`config.mk`:
```
export PLATFORM = sky130hd
export DESIGN_NAME = or_window_accum
export DESIGN_NICKNAME = d
export VERILOG_FILES = /design/src/rtl/or_window_accum_pkg.sv /design/src/rtl/or_window_accum_or_reduce.sv /design/src/rtl/or_window_accum.sv
export SDC_FILE = /design/constraint.sdc
export NUM_CORES = 1
export LEC_CHECK = 0
export CAP_MARGIN = 20
export CORE_AREA = 3 3 45 77
export DETAILED_ROUTE_END_ITERATION = 12
export DIE_AREA = 0 0 48 80
export DONT_BUFFER_PORTS = 1
export MAX_ROUTING_LAYER = met4
export PLACE_DENSITY = 0.67
export SLEW_MARGIN = 0
export SYNTH_ARGS = -nofsm -noshare
export SYNTH_HDL_FRONTEND = slang
export SYNTH_HIERARCHICAL = 1
export SYNTH_SLANG_ARGS = --single-unit
```
`constraint.sdc`:
```
create_clock -name clk -period 3.45 [get_ports clk]
set_clock_uncertainty 0.05 [all_clocks]
set_input_delay 0.69 -clock clk [delete_from_list [all_inputs] [get_ports clk]]
set_output_delay 0.69 -clock clk [all_outputs]
set_load 0.01 [all_outputs]
```
`src/rtl/or_window_accum_pkg.sv`:
```
// rtl/or_window_accum_pkg.sv - shared state encoding for the windowed OR accumulator
package or_window_accum_pkg;

    typedef enum logic {
        ST_ACCUM = 1'b0,
        ST_HOLD  = 1'b1
    } state_t;

endpackage

```
`src/rtl/or_window_accum_or_reduce.sv`:
```
// rtl/or_window_accum_or_reduce.sv - parametrised N-input OR reduction
module or_reduce #(
    parameter int WIDTH = 16
) (
    input  logic [WIDTH-1:0] data,
    output logic             any
);

    always_comb begin
        any = 1'b0;
        for (int i = 0; i < WIDTH; i++) begin
            any = any | data[i];
        end
    end

endmodule

```
`src/rtl/or_window_accum.sv`:
```
// rtl/or_window_accum.sv - sticky bitwise OR over a window of accepted words
module or_window_accum
    import or_window_accum_pkg::*;
#(
    parameter  int WIDTH  = 16,
    parameter  int WINDOW = 4,
    localparam int CNT_W  = $clog2(WINDOW + 1)
) (
    input  logic             clk,
    input  logic             reset,
    input  logic             in_valid,
    output logic             in_ready,
    input  logic [WIDTH-1:0] in_data,
    input  logic             flush,
    output logic             out_valid,
    input  logic             out_ready,
    output logic [WIDTH-1:0] out_data,
    output logic             out_any,
    output logic [CNT_W-1:0] out_count
);

    state_t           state;
    state_t           state_next;
    logic [WIDTH-1:0] acc;
    logic [WIDTH-1:0] acc_inc;
    logic [CNT_W-1:0] count;
    logic [CNT_W-1:0] count_inc;
    logic [WIDTH-1:0] out_data_r;
    logic [CNT_W-1:0] out_count_r;
    logic             accept;
    logic             close;

    assign in_ready  = (state == ST_ACCUM);
    assign out_valid = (state == ST_HOLD);
    assign accept    = in_valid & in_ready;
    assign acc_inc   = acc | in_data;
    assign count_inc = count + CNT_W'(1);

    // A flush only closes a window that would hold at least one word.
    assign close = in_ready &&
                   ((accept && (count_inc == CNT_W'(WINDOW))) ||
                    (flush && ((|count) || accept)));

    always_comb begin
        state_next = state;
        case (state)
            ST_ACCUM: if (close)     state_next = ST_HOLD;
            ST_HOLD:  if (out_ready) state_next = ST_ACCUM;
            default:                 state_next = ST_ACCUM;
        endcase
    end

    always_ff @(posedge clk) begin
        if (reset) begin
            state <= ST_ACCUM;
        end else begin
            state <= state_next;
        end
    end

    // The accumulator is cleared as soon as its result moves to the output register.
    always_ff @(posedge clk) begin
        if (reset) begin
            acc         <= '0;
            count       <= '0;
            out_data_r  <= '0;
            out_count_r <= '0;
        end else if (state == ST_ACCUM) begin
            if (close) begin
                out_data_r  <= accept ? acc_inc : acc;
                out_count_r <= accept ? count_inc : count;
                acc         <= '0;
                count       <= '0;
            end else if (accept) begin
                acc   <= acc_inc;
                count <= count_inc;
            end
        end else if (out_ready) begin
            out_data_r  <= '0;
            out_count_r <= '0;
        end
    end

    assign out_data  = out_data_r;
    assign out_count = out_count_r;

    or_reduce #(
        .WIDTH(WIDTH)
    ) u_or_reduce (
        .data(out_data_r),
        .any (out_any)
    );

endmodule

```
-- After elaboration in Yosys (flattened, before gate mapping)
Cells that the tools add are included.
- flip-flop bits (word level): 39
- bits of input ports: 21
- output and inout bits: 22
- word-level logic and storage cells: 47
- add/sub/neg operators: 1
- equal/unequal tests: 2
- muxes and demuxes: 13
- bitwise operators: 18
- reduce and logical (&&, ||, !) cells: 8
- operator list (cell ; number):
    $mux 16 ; 5
    $or 16x16->16 ; 1
    $mux 3 ; 5
    $or 1x1->1 ; 15
    $add 3x1->3 const B ; 1
    $eq 3x3->1 const B ; 1
    $logic_and 1x1->1 ; 3
    $reduce_or 3->1 ; 1
    $logic_or 1x1->1 ; 2
    $mux 1 ; 2
    $ne 2x2->1 const B ; 1
    $pmux 1 s2 ; 1
    $reduce_and 2->1 ; 1
    $reduce_bool 2->1 ; 1
    $and 1x1->1 ; 1
    $not 1->1 ; 1

-- Depth between registers and ports, before layout
- depth in word-level cells: 15
- mapped depth: 8
- depth with buffers taken out: 6

-- Hierarchy
Netlist, hierarchy kept.
- by module, submodules not included (module ; instances ; cells an instance ; area each (µm²) ; seq. area each (µm²)):
    or_window_accum ; 1 ; 171 ; 1521.5 ; 780.7
    or_reduce ; 1 ; 5 ; 31.3 ; 0.0

-- Worst setup path before layout
No wires, ideal clock.
- path kind: input port to flip-flop
- start: in in_valid
- end: reg out_data_r[10] (netlist: out_data[10])
- setup time: 0.087 ns
- data arrival time: 1.876 ns
- data required time: 3.313 ns
- setup slack: 1.437 ns
- stages on the path: 7
- buffers on the path: 3
- path through: buf_2 or3b_1 a32oi_2 buf_4 buf_4 nand3_1 o31ai_1
- cells in the longest elaborated chain, start to end: 7
- elaborated cells on any way between the ends: 11
- classes of those cells: 3 x mux; 1 x bitwise; 7 x reduce/logical
- ends and longest elaborated chain (element ; line ; text):
    from (decl) ; or_window_accum.sv:11 ; input logic in_valid,
    $and 1x1->1 (*) ; or_window_accum.sv:35 ; assign accept = in_valid & in_ready;
    $logic_or 1x1->1 ; or_window_accum.sv:42 ; (flush && ((|count) || accept)));
    $logic_and 1x1->1 ; or_window_accum.sv:42 ;
    $logic_or 1x1->1 ; or_window_accum.sv:41 ; ((accept && (count_inc == CNT_W'(WINDOW))) ||
    $logic_and 1x1->1 ; or_window_accum.sv:40 ; assign close = in_ready &&
    $reduce_bool 2->1 (no source line) ; n/a ;
    $reduce_and 2->1 (no source line) ; n/a ;
    to (signal assigned) ; or_window_accum.sv:70 ; out_data_r <= accept ? acc_inc : acc;
    to (decl) ; or_window_accum.sv:28 ; logic [WIDTH-1:0] out_data_r;
Mark *: on every way between the ends. The rest lies on a longest branch, timed or not. The select of a mux whose other input is x is not followed.
A chain may end at the register's enable or synchronous reset.

-- Final worst setup path
- start: reg count[1]
- end: reg acc[13]
- cells in the longest elaborated chain, start to end: 6
- elaborated cells on any way between the ends: 9
- classes of those cells: 1 x add/sub; 1 x eq/ne; 1 x mux; 6 x reduce/logical
- ends and longest elaborated chain (element ; line ; text):
    from (decl) ; or_window_accum.sv:26 ; logic [CNT_W-1:0] count;
    from (signal assigned) ; or_window_accum.sv:76 ; count <= count_inc;
    $add 3x1->3 or $reduce_or 3->1 (tied branches) ; or_window_accum.sv:37, or_window_accum.sv:42 ;
    $eq 3x3->1 or $logic_or 1x1->1 (tied branches) ; or_window_accum.sv:41, or_window_accum.sv:42 ;
    $logic_and 1x1->1 (on tied branches) ; or_window_accum.sv:41, or_window_accum.sv:42 ;
    $logic_or 1x1->1 (*) ; or_window_accum.sv:41 ;
    $logic_and 1x1->1 (*) ; or_window_accum.sv:40 ;
    $mux 16 (*) ; or_window_accum.sv:69 ; if (close) begin
    to (signal assigned) ; or_window_accum.sv:75 ; acc <= acc_inc;
    to (decl) ; or_window_accum.sv:24 ; logic [WIDTH-1:0] acc;
Mark *: on every way between the ends. The rest lies on a longest branch, timed or not.

==> flow_summary.json <==
{
  "r2r_cells": 6,
  "timing.reg2reg.setup_slack_ns": 1.12,
  "setup_viol": 0,
  "totalWireLength_um": 3504,
  "ctsResizeCount": 0,
  "crit_buf_inv": 1,
  "reg2reg_from": "count[1]",
  "drv_cap": 0,
  "die_width_um": 48,
  "post-cts-setup-buffers": 0,
  "ir_drop_mv": 0.5739,
  "io_pins": 43,
  "p_per_area_mw_per_mm2": 613.6,
  "route.detailed.drc": 0,
  "crit_path_max_fanout": 16,
  "rows": 26,
  "criticalPathCategory": "reg2reg",
  "first_pass_iters": 6,
  "cts_buffers": 5,
  "tightest_slew_ns": 0.6506,
  "syn2layout_area_growth_pct": 6.366,
  "synthDistinctLibCells": 26,
  "crit_required_ns": 3.61,
  "timing.final.crit_share_pct": 67.44,
  "critPathMaxStageDelay_ns": 0.54,
  "utilization_pct": 56.41,
  "rsz0062_at_grt": "no",
  "final_max_slew_viol_count": 0,
  "fin_crit_ns": 2.327,
  "ys_warn_count": 6,
  "num_vias": 1252,
  "max_slew_margin_pct": 56.63,
  "die_h_um": 80,
  "yosysSeqAreaShare_pct": 50.28,
  "cts_hold_buf": 0,
  "layout_commonest_cell": "dfxtp_1",
  "worstHoldPathCells": 1,
  "port_buffers": 0,
  "hold_end": "count[1]",
  "crit_slowest_cell": "a32oi_2",
  "path_cells": "inv_1 > ha_1 > or3b_1 > a32oi_2 > nand2b_1 > nor2_1",
  "place_congestion": 0.7909,
  "cp.arrival_ns": 2.49,
  "hold_start": "reset",
  "die_area_mm2": 0.003840,
  "diodes": 0,
  "clkTransAtPathRegs_ns": 0.07,
  "grt_antenna_before_repair": 0,
  "ys_seq_elements": 39,
  "core_area_mm2": 0.002928,
  "hold_path_class": "in2reg",
  "track_usage_pct": 21.31,
  "place_area_mm2": 0.001534,
  "final_cell_mix": "dfxtp_1 (39), a21oi_1 (36), nand3_1 (20)",
  "start_util_pct": 53.03,
  "end_kind": "flop",
  "postSynthCellCount": 176,
  "wl_per_cell_um": 17.52,
  "cts.sinks": 39,
  "cts_root_buffer": "clkbuf_8",
  "dp_hpwl_um": 2418,
  "start_kind": "flop",
  "vias_per_cell": 6.260,
  "tns_ns": 0,
  "status": "finished clean",
  "cp_top_family": "simple AND/OR/NAND/NOR gates",
  "grt_pass1_vias": 1213,
  "drtAntennaViolNets": 0,
  "drt-initial-drc-count": 23,
  "syn-num-nets": 200,
  "hold_viol_final": 0,
  "drive_gt1_share_pct": 6.977,
  "fmax_mhz": 429.8,
  "avgSynthCellArea_um2": 8.822,
  "cellLeakagePower_nw": 0.6042,
  "fill_cells": 296,
  "grt_pass1_wl_um": 5699,
  "tritoncts": "done",
  "cts_buffer_depth": 2,
  "design_area_mm2": 0.001652,
  "h-tree-depth": 2,
  "grt_max_degree": 27,
  "overflow": 0,
  "fin_nets": 195,
  "r2r-end": "acc[13]",
  "synth_area_mm2": 0.001553,
  "total_power_mw": 1.013,
  "clk_latency_ns": 0.29
}
## worst max path at each step
stage | start | to | cells past startpoint | slack [ns]
2_1_floorplan | in_valid | out_data[10] | 7 | 1.44
3_3_place_gp | in_valid | acc[1] | 5 | 1.10
3_5_place_dp | in_valid | acc[6] | 5 | 0.98
4_1_cts | count[1] | acc[13] | 6 | 1.09
5_1_grt | count[1] | acc[10] | 6 | 0.84
6_report | count[1] | acc[13] | 6 | 1.12
## power by group
| part | switching, mW | internal, mW |
|---|---|---|
| clock network | 0.154 | 0.234 |
| logic | 0.0706 | 0.0423 |
| registers | 0.0319 | 0.481 |
| total | 0.256 | 0.757 |
## cell families (layout without fill, tap and decap cells)
family	after synthesis	in the layout	synth area share, %
AND/OR/NAND/NOR	53	53	16.76
buffers and inverters	18	14	5.640
XOR/XNOR	3	3	1.692
flip-flops	39	39	50.28
AO/OA/AOI/OAI	60	60	23.21
adder cells (fa/ha/maj)	3	3	2.418
## state kept, by name, indices dropped and copies added, names as in the netlist
register and flops:
acc 16, count 3, out_count 3, out_data 16, out_valid 1
## per-stage QoR
step	hold slack [ns]	setup slack, ns	cells
after floorplan	0.3875	1.437	176
after CTS	0.3991	1.085	200
after detailed placement	0.4036	0.9819	192
after global routing	0.4008	0.8377	200
after global placement	0.3977	1.102	192
final	0.4150	1.123	200
## per-layer routing
layer	vias up	global-route usage (%)	wire length [µm]
li1	621	-	-
met1	589	25.14	1375
met2	36	32.76	1813
met3	6	7.449	268
met4	0	7.278	47
met5	-	-	0
## cell usage after synthesis, drive strengths merged
master	n	area [µm²]
nor2	17	63.81
o21a	1	7.510
xnor2	1	8.760
or3b	1	8.760
a21oi	36	180.2
nand3	20	100.1
clkbuf	8	30.03
or3	1	6.260
nand2	3	11.26
xor2	2	17.52
ha	3	37.54
buf	7	46.29
o31ai	18	135.1
o21ai	3	15.01
nand2b	2	12.51
nor3b	1	7.510
o22ai	1	6.260
nor4	4	25.02
nor2b	2	12.51
inv	3	11.26
a32oi	1	16.27
dfxtp	39	780.8
nand4	2	12.51
## worst register-to-register path: stages (launching register included)
cell      delay [ns]
dfxtp_1         0.35
inv_1           0.08
ha_1            0.17
or3b_1          0.36
a32oi_2         0.54
nand2b_1        0.48
nor2_1          0.21
## cell type report
cell class	instances	area, µm²	area share [%]
Clock buffer	6	82.58	5.000
Clock inverter	2	35.03	2.121
Inverter	3	11.26	0.6818
Multi-Input combinational cell	119	684.4	41.44
Sequential cell	39	780.7	47.27
Tap cell	28	35.03	2.121
Timing Repair Buffer	3	22.52	1.364
No activity file was read; power rests on OpenSTA's default activity.
